$ cat config.mk
export PLATFORM = sky130hd
export DESIGN_NAME = gpr_wb_arbiter_flat
export DESIGN_NICKNAME = d
export VERILOG_FILES = /design/src/rtl/gpr_wb_arbiter_if.sv /design/src/rtl/gpr_wb_arbiter.sv /design/src/flat_wrapper.sv
export SDC_FILE = /design/constraint.sdc
export NUM_CORES = 1
export LEC_CHECK = 0
export CAP_MARGIN = 20
export CORE_MARGIN = 3
export CORE_UTILIZATION = 35
export CTS_BUF_LIST = sky130_fd_sc_hd__clkbuf_4 sky130_fd_sc_hd__clkbuf_8
export DETAILED_ROUTE_END_ITERATION = 10
export PLACE_DENSITY_LB_ADDON = 0.25
export SLEW_MARGIN = 20
export SYNTH_ARGS = -nofsm -noshare
export SYNTH_HDL_FRONTEND = slang
export SYNTH_SLANG_ARGS = --single-unit
$ cat constraint.sdc
create_clock -name clk -period 2.8 [get_ports clk]
set_input_delay 0.28 -clock clk [delete_from_list [all_inputs] [get_ports clk]]
set_output_delay 0.28 -clock clk [all_outputs]
set_load 0.005 [all_outputs]
$ cat src/rtl/gpr_wb_arbiter_if.sv
// Bus bundle between the writeback arbiter, its two producers and the GPR write port.
// The slave modport is the arbiter's view; the master modport is the producer/GPR side.
interface gpr_wb_arbiter_if #(
    parameter int AW    = 5,
    parameter int DW    = 32,
    parameter int DEPTH = 4
);
    localparam int CW = $clog2(DEPTH) + 1;

    logic          pipe_we;
    logic [AW-1:0] pipe_rd;
    logic [DW-1:0] pipe_data;
    logic          aux_valid;
    logic          aux_ready;
    logic [AW-1:0] aux_rd;
    logic [DW-1:0] aux_data;
    logic          stall_req;
    logic [CW-1:0] fifo_count;
    logic          regWrite;
    logic [AW-1:0] write_register;
    logic [DW-1:0] w_data;

    modport slave (
        input  pipe_we, pipe_rd, pipe_data, aux_valid, aux_rd, aux_data,
        output aux_ready, stall_req, fifo_count, regWrite, write_register, w_data
    );

    modport master (
        output pipe_we, pipe_rd, pipe_data, aux_valid, aux_rd, aux_data,
        input  aux_ready, stall_req, fifo_count, regWrite, write_register, w_data
    );
endinterface

$ cat src/rtl/gpr_wb_arbiter.sv
// GPR writeback arbiter: pipeline writes win, aux results queue in a small FIFO and drain when idle.
// Define GPR_WB_PENDING_EN to add the pending_mask output (per-register FIFO occupancy).
module gpr_wb_arbiter #(
    parameter int DEPTH      = 4,
    parameter int STARVE_MAX = 8,
    parameter int AW         = 5,
    parameter int DW         = 32
) (
    input  logic                  clk,
    input  logic                  reset,
    gpr_wb_arbiter_if.slave       bus
`ifdef GPR_WB_PENDING_EN
    ,
    output logic [2**AW-1:0]      pending_mask
`endif
);
    localparam int PW = $clog2(DEPTH);
    localparam int CW = PW + 1;
    localparam int SW = $clog2(STARVE_MAX + 1);

    logic [AW-1:0] mem_rd_q   [DEPTH];
    logic [DW-1:0] mem_data_q [DEPTH];

    logic [PW-1:0] wr_ptr_q, wr_ptr_d;
    logic [PW-1:0] rd_ptr_q, rd_ptr_d;
    logic [CW-1:0] count_q, count_d;
    logic [SW-1:0] starve_q, starve_d;
    logic          reg_we_q, reg_we_d;
    logic [AW-1:0] reg_rd_q, reg_rd_d;
    logic [DW-1:0] reg_data_q, reg_data_d;

    logic          pipe_eff, fifo_empty, aux_ready, push, pop;
    logic [AW-1:0] head_rd;
    logic [DW-1:0] head_data;

    always_comb begin
        pipe_eff   = bus.pipe_we && (bus.pipe_rd != '0);
        fifo_empty = (count_q == '0);
        // Readiness comes only from the registered count, so a same-cycle drain gives no credit.
        aux_ready  = (count_q < CW'(DEPTH));
        push       = bus.aux_valid && aux_ready && (bus.aux_rd != '0);
        pop        = !pipe_eff && !fifo_empty;
        head_rd    = mem_rd_q[rd_ptr_q];
        head_data  = mem_data_q[rd_ptr_q];

        reg_we_d   = 1'b0;
        reg_rd_d   = '0;
        reg_data_d = '0;
        if (pipe_eff) begin
            reg_we_d   = 1'b1;
            reg_rd_d   = bus.pipe_rd;
            reg_data_d = bus.pipe_data;
        end else if (pop) begin
            reg_we_d   = 1'b1;
            reg_rd_d   = head_rd;
            reg_data_d = head_data;
        end

        wr_ptr_d = push ? wr_ptr_q + 1'b1 : wr_ptr_q;
        rd_ptr_d = pop  ? rd_ptr_q + 1'b1 : rd_ptr_q;
        count_d  = count_q + CW'(push) - CW'(pop);

        starve_d = starve_q;
        if (fifo_empty || pop)
            starve_d = '0;
        else if (starve_q < SW'(STARVE_MAX))
            starve_d = starve_q + 1'b1;
    end

    always_ff @(posedge clk) begin
        if (!reset) begin
            wr_ptr_q   <= '0;
            rd_ptr_q   <= '0;
            count_q    <= '0;
            starve_q   <= '0;
            reg_we_q   <= 1'b0;
            reg_rd_q   <= '0;
            reg_data_q <= '0;
        end else begin
            wr_ptr_q   <= wr_ptr_d;
            rd_ptr_q   <= rd_ptr_d;
            count_q    <= count_d;
            starve_q   <= starve_d;
            reg_we_q   <= reg_we_d;
            reg_rd_q   <= reg_rd_d;
            reg_data_q <= reg_data_d;
        end
    end

    // Storage needs no reset: entries are only visible through count_q.
    always_ff @(posedge clk) begin
        if (reset && push) begin
            mem_rd_q[wr_ptr_q]   <= bus.aux_rd;
            mem_data_q[wr_ptr_q] <= bus.aux_data;
        end
    end

    assign bus.aux_ready      = aux_ready;
    assign bus.stall_req      = (starve_q == SW'(STARVE_MAX));
    assign bus.fifo_count     = count_q;
    assign bus.regWrite       = reg_we_q;
    assign bus.write_register = reg_rd_q;
    assign bus.w_data         = reg_data_q;

`ifdef GPR_WB_PENDING_EN
    // One occupancy counter per register so repeated targets stay pending until the last drains.
    assign pending_mask[0] = 1'b0;
    for (genvar gi = 1; gi < 2**AW; gi++) begin : g_pend
        logic [CW-1:0] cnt_q, cnt_d;
        always_comb begin
            cnt_d = cnt_q + CW'(push && (bus.aux_rd == AW'(gi)))
                          - CW'(pop && (head_rd == AW'(gi)));
        end
        always_ff @(posedge clk) begin
            if (!reset) cnt_q <= '0;
            else        cnt_q <= cnt_d;
        end
        assign pending_mask[gi] = (cnt_q != '0);
    end
`endif
endmodule

$ cat src/flat_wrapper.sv
// flat-port wrapper written by rule: the top's interface ports become plain ports
module gpr_wb_arbiter_flat 
#(
    parameter int DEPTH      = 4,
    parameter int STARVE_MAX = 8,
    parameter int AW         = 5,
    parameter int DW         = 32
)
  (clk, reset, bus_pipe_we, bus_pipe_rd, bus_pipe_data, bus_aux_valid, bus_aux_rd, bus_aux_data, bus_aux_ready, bus_stall_req, bus_fifo_count, bus_regWrite, bus_write_register, bus_w_data);
  gpr_wb_arbiter_if #(.AW(AW), .DW(DW), .DEPTH(DEPTH)) bus_i ();
  input  logic clk;
  input  logic reset;
  input wire logic [$bits(bus_i.pipe_we)-1:0] bus_pipe_we;
  input wire logic [$bits(bus_i.pipe_rd)-1:0] bus_pipe_rd;
  input wire logic [$bits(bus_i.pipe_data)-1:0] bus_pipe_data;
  input wire logic [$bits(bus_i.aux_valid)-1:0] bus_aux_valid;
  input wire logic [$bits(bus_i.aux_rd)-1:0] bus_aux_rd;
  input wire logic [$bits(bus_i.aux_data)-1:0] bus_aux_data;
  output wire logic [$bits(bus_i.aux_ready)-1:0] bus_aux_ready;
  output wire logic [$bits(bus_i.stall_req)-1:0] bus_stall_req;
  output wire logic [$bits(bus_i.fifo_count)-1:0] bus_fifo_count;
  output wire logic [$bits(bus_i.regWrite)-1:0] bus_regWrite;
  output wire logic [$bits(bus_i.write_register)-1:0] bus_write_register;
  output wire logic [$bits(bus_i.w_data)-1:0] bus_w_data;
  assign bus_i.pipe_we = bus_pipe_we;
  assign bus_i.pipe_rd = bus_pipe_rd;
  assign bus_i.pipe_data = bus_pipe_data;
  assign bus_i.aux_valid = bus_aux_valid;
  assign bus_i.aux_rd = bus_aux_rd;
  assign bus_i.aux_data = bus_aux_data;
  assign bus_aux_ready = bus_i.aux_ready;
  assign bus_stall_req = bus_i.stall_req;
  assign bus_fifo_count = bus_i.fifo_count;
  assign bus_regWrite = bus_i.regWrite;
  assign bus_write_register = bus_i.write_register;
  assign bus_w_data = bus_i.w_data;
  gpr_wb_arbiter #(.DEPTH(DEPTH), .STARVE_MAX(STARVE_MAX), .AW(AW), .DW(DW)) u_core (.clk(clk), .reset(reset), .bus(bus_i));
endmodule
== After elaboration in Yosys (flattened, before gate mapping) ==
Memories as Yosys holds them, arrays and structs flattened. A register that Yosys moved wholly into a read port is not among the register bits.
Cells that the tools add are included.

* Register bits after elaboration: 49
* Memory bits (writable): 148
* Input bits: 78
* Output and inout bits: 43
* Word-level logic and storage cells: 42
* Memories: 2

* Add/subtract/negate cells: 5
* Magnitude comparators: 2
* Equal/unequal tests: 1
* Mux-type cells: 12
* Bitwise operators: 1
* Reductions and logical operators: 12

{| class="wikitable"
|+ Memories
! memory !! depth !! bits a word !! rd ports !! clocked after memory_dff !! write ports !! line !! source
|-
| u_core.mem_data_q || 4 || 32 || 1 || 1 || 1 || gpr_wb_arbiter.sv:22 || <nowiki>logic [DW-1:0] mem_data_q [DEPTH];</nowiki>
|-
| u_core.mem_rd_q || 4 || 5 || 1 || 1 || 1 || gpr_wb_arbiter.sv:21 || <nowiki>logic [AW-1:0] mem_rd_q [DEPTH];</nowiki>
|}

{| class="wikitable"
|+ Operators by type and width
! cell !! count
|-
| $mux W32 || 2
|-
| $mux W5 || 2
|-
| $reduce_bool A5 Y1 || 2
|-
| $mux W2 || 4
|-
| $logic_and A1 B1 Y1 || 5
|-
| $add A2 B1 Y2 const B || 2
|-
| $add A4 B1 Y4 const B || 1
|-
| $eq A4 B4 Y1 const B || 1
|-
| $lt A4 B4 Y1 const B || 1
|-
| $mux W1 || 4
|-
| $add A3 B1 Y3 || 1
|-
| $logic_not A3 Y1 || 1
|-
| $lt A3 B3 Y1 const B || 1
|-
| $sub A3 B1 Y3 || 1
|-
| $logic_not A1 Y1 || 2
|-
| $reduce_or A2 Y1 || 1
|-
| $logic_or A1 B1 Y1 || 1
|-
| $not A1 Y1 || 1
|}

== Longest topological paths before layout ==
* Depth after elaboration: 6
* Mapped depth: 13
* Mapped depth without buffers: 11

== Least setup slack after synthesis ==
No wires, ideal clock.

* Path kind: input-to-reg
* Start point: in bus_pipe_rd[2]
* End point: reg u_core.count_q[2], in the netlist u_core.bus.fifo_count[2]
* Library setup time: 0.115 ns
* Arrival time: 2.527 ns
* Data required time: 2.685 ns
* Slack: 0.158 ns
* Stages on the path: 13
* Buffers on the path: 2
* Cell sequence: or3_4 > o31a_1 > buf_6 > clkbuf_1 > nor2_1 > ha_1 > inv_1 > ha_1 > inv_1 > fa_1 > xnor2_1 > xnor2_1 > and2_1

* Cells in the longest elaborated chain, start to end: 5

{| class="wikitable"
|+ Ends and longest elaborated chain
! what !! line !! source
|-
| start: declaration || flat_wrapper.sv:14 || <nowiki>input wire logic [$bits(bus_i.pipe_rd)-1:0] bus_pipe_rd;</nowiki>
|-
| $reduce_bool A5 Y1 || gpr_wb_arbiter.sv:37 || <nowiki>pipe_eff = bus.pipe_we && (bus.pipe_rd != '0);</nowiki>
|-
| $logic_and A1 B1 Y1 || gpr_wb_arbiter.sv:37 ||
|-
| $logic_not A1 Y1 || gpr_wb_arbiter.sv:42 || <nowiki>pop = !pipe_eff && !fifo_empty;</nowiki>
|-
| $logic_and A1 B1 Y1 || gpr_wb_arbiter.sv:42 ||
|-
| named net u_core.pop || gpr_wb_arbiter.sv:32 || <nowiki>logic pipe_eff, fifo_empty, aux_ready, push, pop;</nowiki>
|-
| $sub A3 B1 Y3 || gpr_wb_arbiter.sv:61 || <nowiki>count_d = count_q + CW'(push) - CW'(pop);</nowiki>
|-
| end signal: assignment || gpr_wb_arbiter.sv:82 || <nowiki>count_q <= count_d;</nowiki>
|-
| end: declaration || gpr_wb_arbiter.sv:26 || <nowiki>logic [CW-1:0] count_q, count_d;</nowiki>
|}

The timed path passes the listed nets, and every way through them passes these cells.
A chain may end at the register's enable or synchronous reset.

== Worst setup path after layout ==
Ends and elaborated chain as after synthesis.

==> summary.md <==
| Metric | Value |
|---|---|
| Status | finished, final reports clean |
| Standard-cell rows | 52 |
| Clock slew at reported path FFs | 0.09 ns |
| Global route overflow | 0 |
| Area growth from synthesis to layout | 27.8% |
| Post-synthesis average cell area | 17.1 um2 |
| Placeable core area | 0.0205 mm2 |
| Setup bufs post-CTS | 0 |
| Cell leakage power | 3.12 nW |
| CTS tree | yes |
| Crit path max-delay family | adder cells |
| Quantity of gates resized following cts | 0 |
| Category of the worst setup path capture point | register |
| Final hold violations | 0 |
| Number of clock sinks | 199 |
| Post-Synthesis Cells | 432 |
| Final routed wire length divided by cell count | 18.4 um |
| Initial core utilization | 36.0% |
| Port-buffer cells | 120 |
| Biggest fanout along the worst timing path | 2 |
| Hold Crit Start | reset |
| Buffer levels on the longest clock path | 2 |
| 1st-iter DRT viols | 279 |
| Largest net degree at the start of global routing | 44 |
| Post-synth EDFFs | 148 |
| R2R Path Start | u_core.bus.fifo_count[1] |
| Vias in the first global route | 4,428 |
| Cell chain of the critical path | clkdlybuf4s50_1 -> or3_4 -> o31a_2 -> nor2_1 -> ha_1 -> inv_1 -> ha_1 -> inv_1 -> fa_1 -> xnor2_1 -> xnor2_1 -> and2_1 |
| Fraction of final layout cells sized beyond drive strength 1 | 16.8% |
| Aggregate global-route resource usage | 14.4% |
| Total power consumption of the routed design | 0.00683 W |
| CTS HTree Levels | 4 |
| Final ANT Viol Nets | 0 |
| Cell accounting for the most synthesized area | edfxtp_1 |
| Slowest Stage Delay on Critical Path | 0.43 ns |
| Worst EP required | 3.16 ns |
| Cell types with the largest area share after synthesis | edfxtp_1 60%, dfxtp_1 14%, mux4_2 11%, nand3_1 2.5%, o21ai_0 2.1% |
| Achievable frequency | 416 MHz |
| Normalized max-slew margin | 51.3% |
| Hold WC Path Type | in2reg |
| Number of filler instances in the final layout | 1,797 |
| Total of flip-flops plus latches after synthesis | 199 |
| Netlist Area Pre-Place | 0.00738 mm2 |
| Total nets after synthesis | 519 |
| Hold bufs inserted after CTS | 0 |
| Worst IR drop on VDD | 0.373 mV |
| Final worst path period need | 2.40 ns |
| Arrival time at the worst endpoint | 2.76 ns |
| Die Wd | 151 um |
| Maximum clock skew at final layout | 0.0104 ns |
| First drt pass iteration count | 4 |
| Die Area | 0.0229 mm2 |
| Flip-flop cell with the highest count after synthesis | edfxtp_1 |
| Period utilisation layout | 85.8% |
| Sequential-to-total area share from yosys stat | 74.0% |
| Overall die height | 151 um |
| RSZ-0062 raised after global routing | no |
| Cts bufs inserted | 17 |
| FFs w/ async S/R, synth | 0% |
| Final net count | 650 |
| Max cap viols | 0 |
| Half-perimeter wire length after detailed placement | 10,500 um |
| Mean number of vias per cell | 4.77 |
| Setup Viol. Count Final | 0 |
| Count of buffering cells on the critical path with inverters included | 3 |
| Number of warnings reported in the yosys synthesis log | 0 |
| Category of the most critical setup path | in2reg |
| DRC violations left | 0 |
| Critical-path cell with the highest stage delay | clkdlybuf4s50_1 |
| Synth top area share | 60.2% |
| Placer Congestion | 0.739 |
| Critical path startpoint category | primary input |
| Synth cell types | 35 |
| First-pass GRT wire length | 24,400 um |
| Routed wire length | 15,600 um |
| Via count | 4,040 |
| Clk Latency, worst-skew pair | 0.46 ns |
| CP startpoint | bus_pipe_rd[2] |
| Power density over the cells | 724 mW/mm2 |
| Final Slew Violations | 0 |
| Top-Level Pins | 121 |
| Initial antenna violation count | 1 |
| Total negative setup slack | 0 ns |
| Buffer cell driving the clock tree root | clkbuf_8 |
| Actual transition at the worst max-transition pin | 0.730 ns |
## state kept, by name (all words and copies together), names as in the netlist, named ones only
register	flops
u_core.mem_rd_q	20
u_core.rd_ptr_q	2
u_core.starve_q	4
u_core.wr_ptr_q	2
u_core.bus.fifo_count	3
u_core.bus.w_data	32
u_core.mem_data_q	128
u_core.bus.write_register	5
u_core.bus.regWrite	1
## metal layers
metal  part of all wire (%)  vias up  wire [um]  track usage, %
li1                       -     1915          -               -
met1                     44     2015       6780            18.9
met2                     51       94       7950            24.1
met3                    4.2       14        661            3.44
met4                    1.1        2        170            4.13
met5                  0.058        -          9               0
## stage by stage
| step | setup WS, ns | util [%] | std cells | area [um2] | hold WS (ns) |
|---|---|---|---|---|---|
| floorplan | 0.158 | - | 432 | 7380 | 0.379 |
| global placement | -0.0452 | 43.9 | 814 | 9000 | 0.455 |
| detailed placement | -0.0845 | 43.9 | 814 | 9000 | 0.468 |
| CTS | 0.418 | 46.0 | 846 | 9430 | 0.248 |
| global route | 0.301 | 46.0 | 846 | 9430 | 0.284 |
| finish | 0.398 | 46.0 | 847 | 9440 | 0.283 |
## worst register-to-register path, cell delays in order (launching register included)
cell     delay, ns
dfxtp_1       0.37
nor3_1        0.39
nor2_1        0.10
ha_1          0.28
inv_1         0.06
ha_1          0.13
inv_1         0.05
fa_1          0.37
xnor2_1       0.15
xnor2_1       0.12
and2_1        0.15
## final cells by class
class                   count  area, um2  share of cell area, %
well taps                 270        338                   3.58
inverters                   8       30.0                  0.318
clock inverters            15        201                   2.13
repair buffers            140       1400                   14.8
flip-flops and latches    199       5470                   57.9
multi-input cells         197       1770                   18.7
diodes                      1       2.50                 0.0265
clock buffers              17        234                   2.48
## path summary, 6_finish.rpt
| kind | to | slack [ns] | cells after the start |
|---|---|---|---|
| setup / recovery | u_core.bus.fifo_count[2] | 0.40 | 12 |
| hold / removal | register | 0.28 | 2 |
| hold reg to reg | register | 0.48 | 2 |
| setup reg to reg | u_core.bus.fifo_count[2] | 0.54 | 10 |
## where the power goes
group	switching, W	leakage [nW]	internal, W
clock	0.000981	0.210	0.000978
sequential	0.000128	1.76	0.00341
combinational	0.000577	1.15	0.000755
total	0.00169	3.12	0.00515
## layout by cell type, fill, tap and decap left out, drive strengths merged
cell type      instances
nor2                   1
or3                    4
diode                  1
edfxtp               148
ha                     8
o21ai                 37
clkdlybuf4s50        119
inv                   11
nor2b                  4
xor2                   1
nand3                 37
nand2b                 1
nor3                   5
o31ai                  1
a31oi                  1
and2                   3
a32oi                  1
clkinv                 5
a21boi                 3
o311a                  1
buf                   21
clkbuf                17
mux2i                  3
and3                   4
dfxtp                 51
bufinv                 4
clkinvlp               3
nand2                 38
fa                     1
o31a                   1
mux4                  37
and3b                  1
xnor2                  4
## cell usage after synthesis (all sizes together) (5+ instances only)
library cell	count
buf	11
clkbuf	17
dfxtp	51
edfxtp	148
ha	8
inv	8
mux4	37
nand2	38
nand3	37
nor3	5
o21ai	37
## cell families after synthesis
| kind of cell | share of synthesized area (%) |
|---|---|
| buffers and inverters | 2.12 |
| flip-flops | 74.0 |
| multiplexers | 11.7 |
| adder cells (fa/ha/maj) | 1.63 |
| XOR/XNOR | 0.593 |
| AND/OR/NAND/NOR | 6.37 |
| AO/OA/AOI/OAI | 3.56 |
Power figures use the tool's default switching activity.
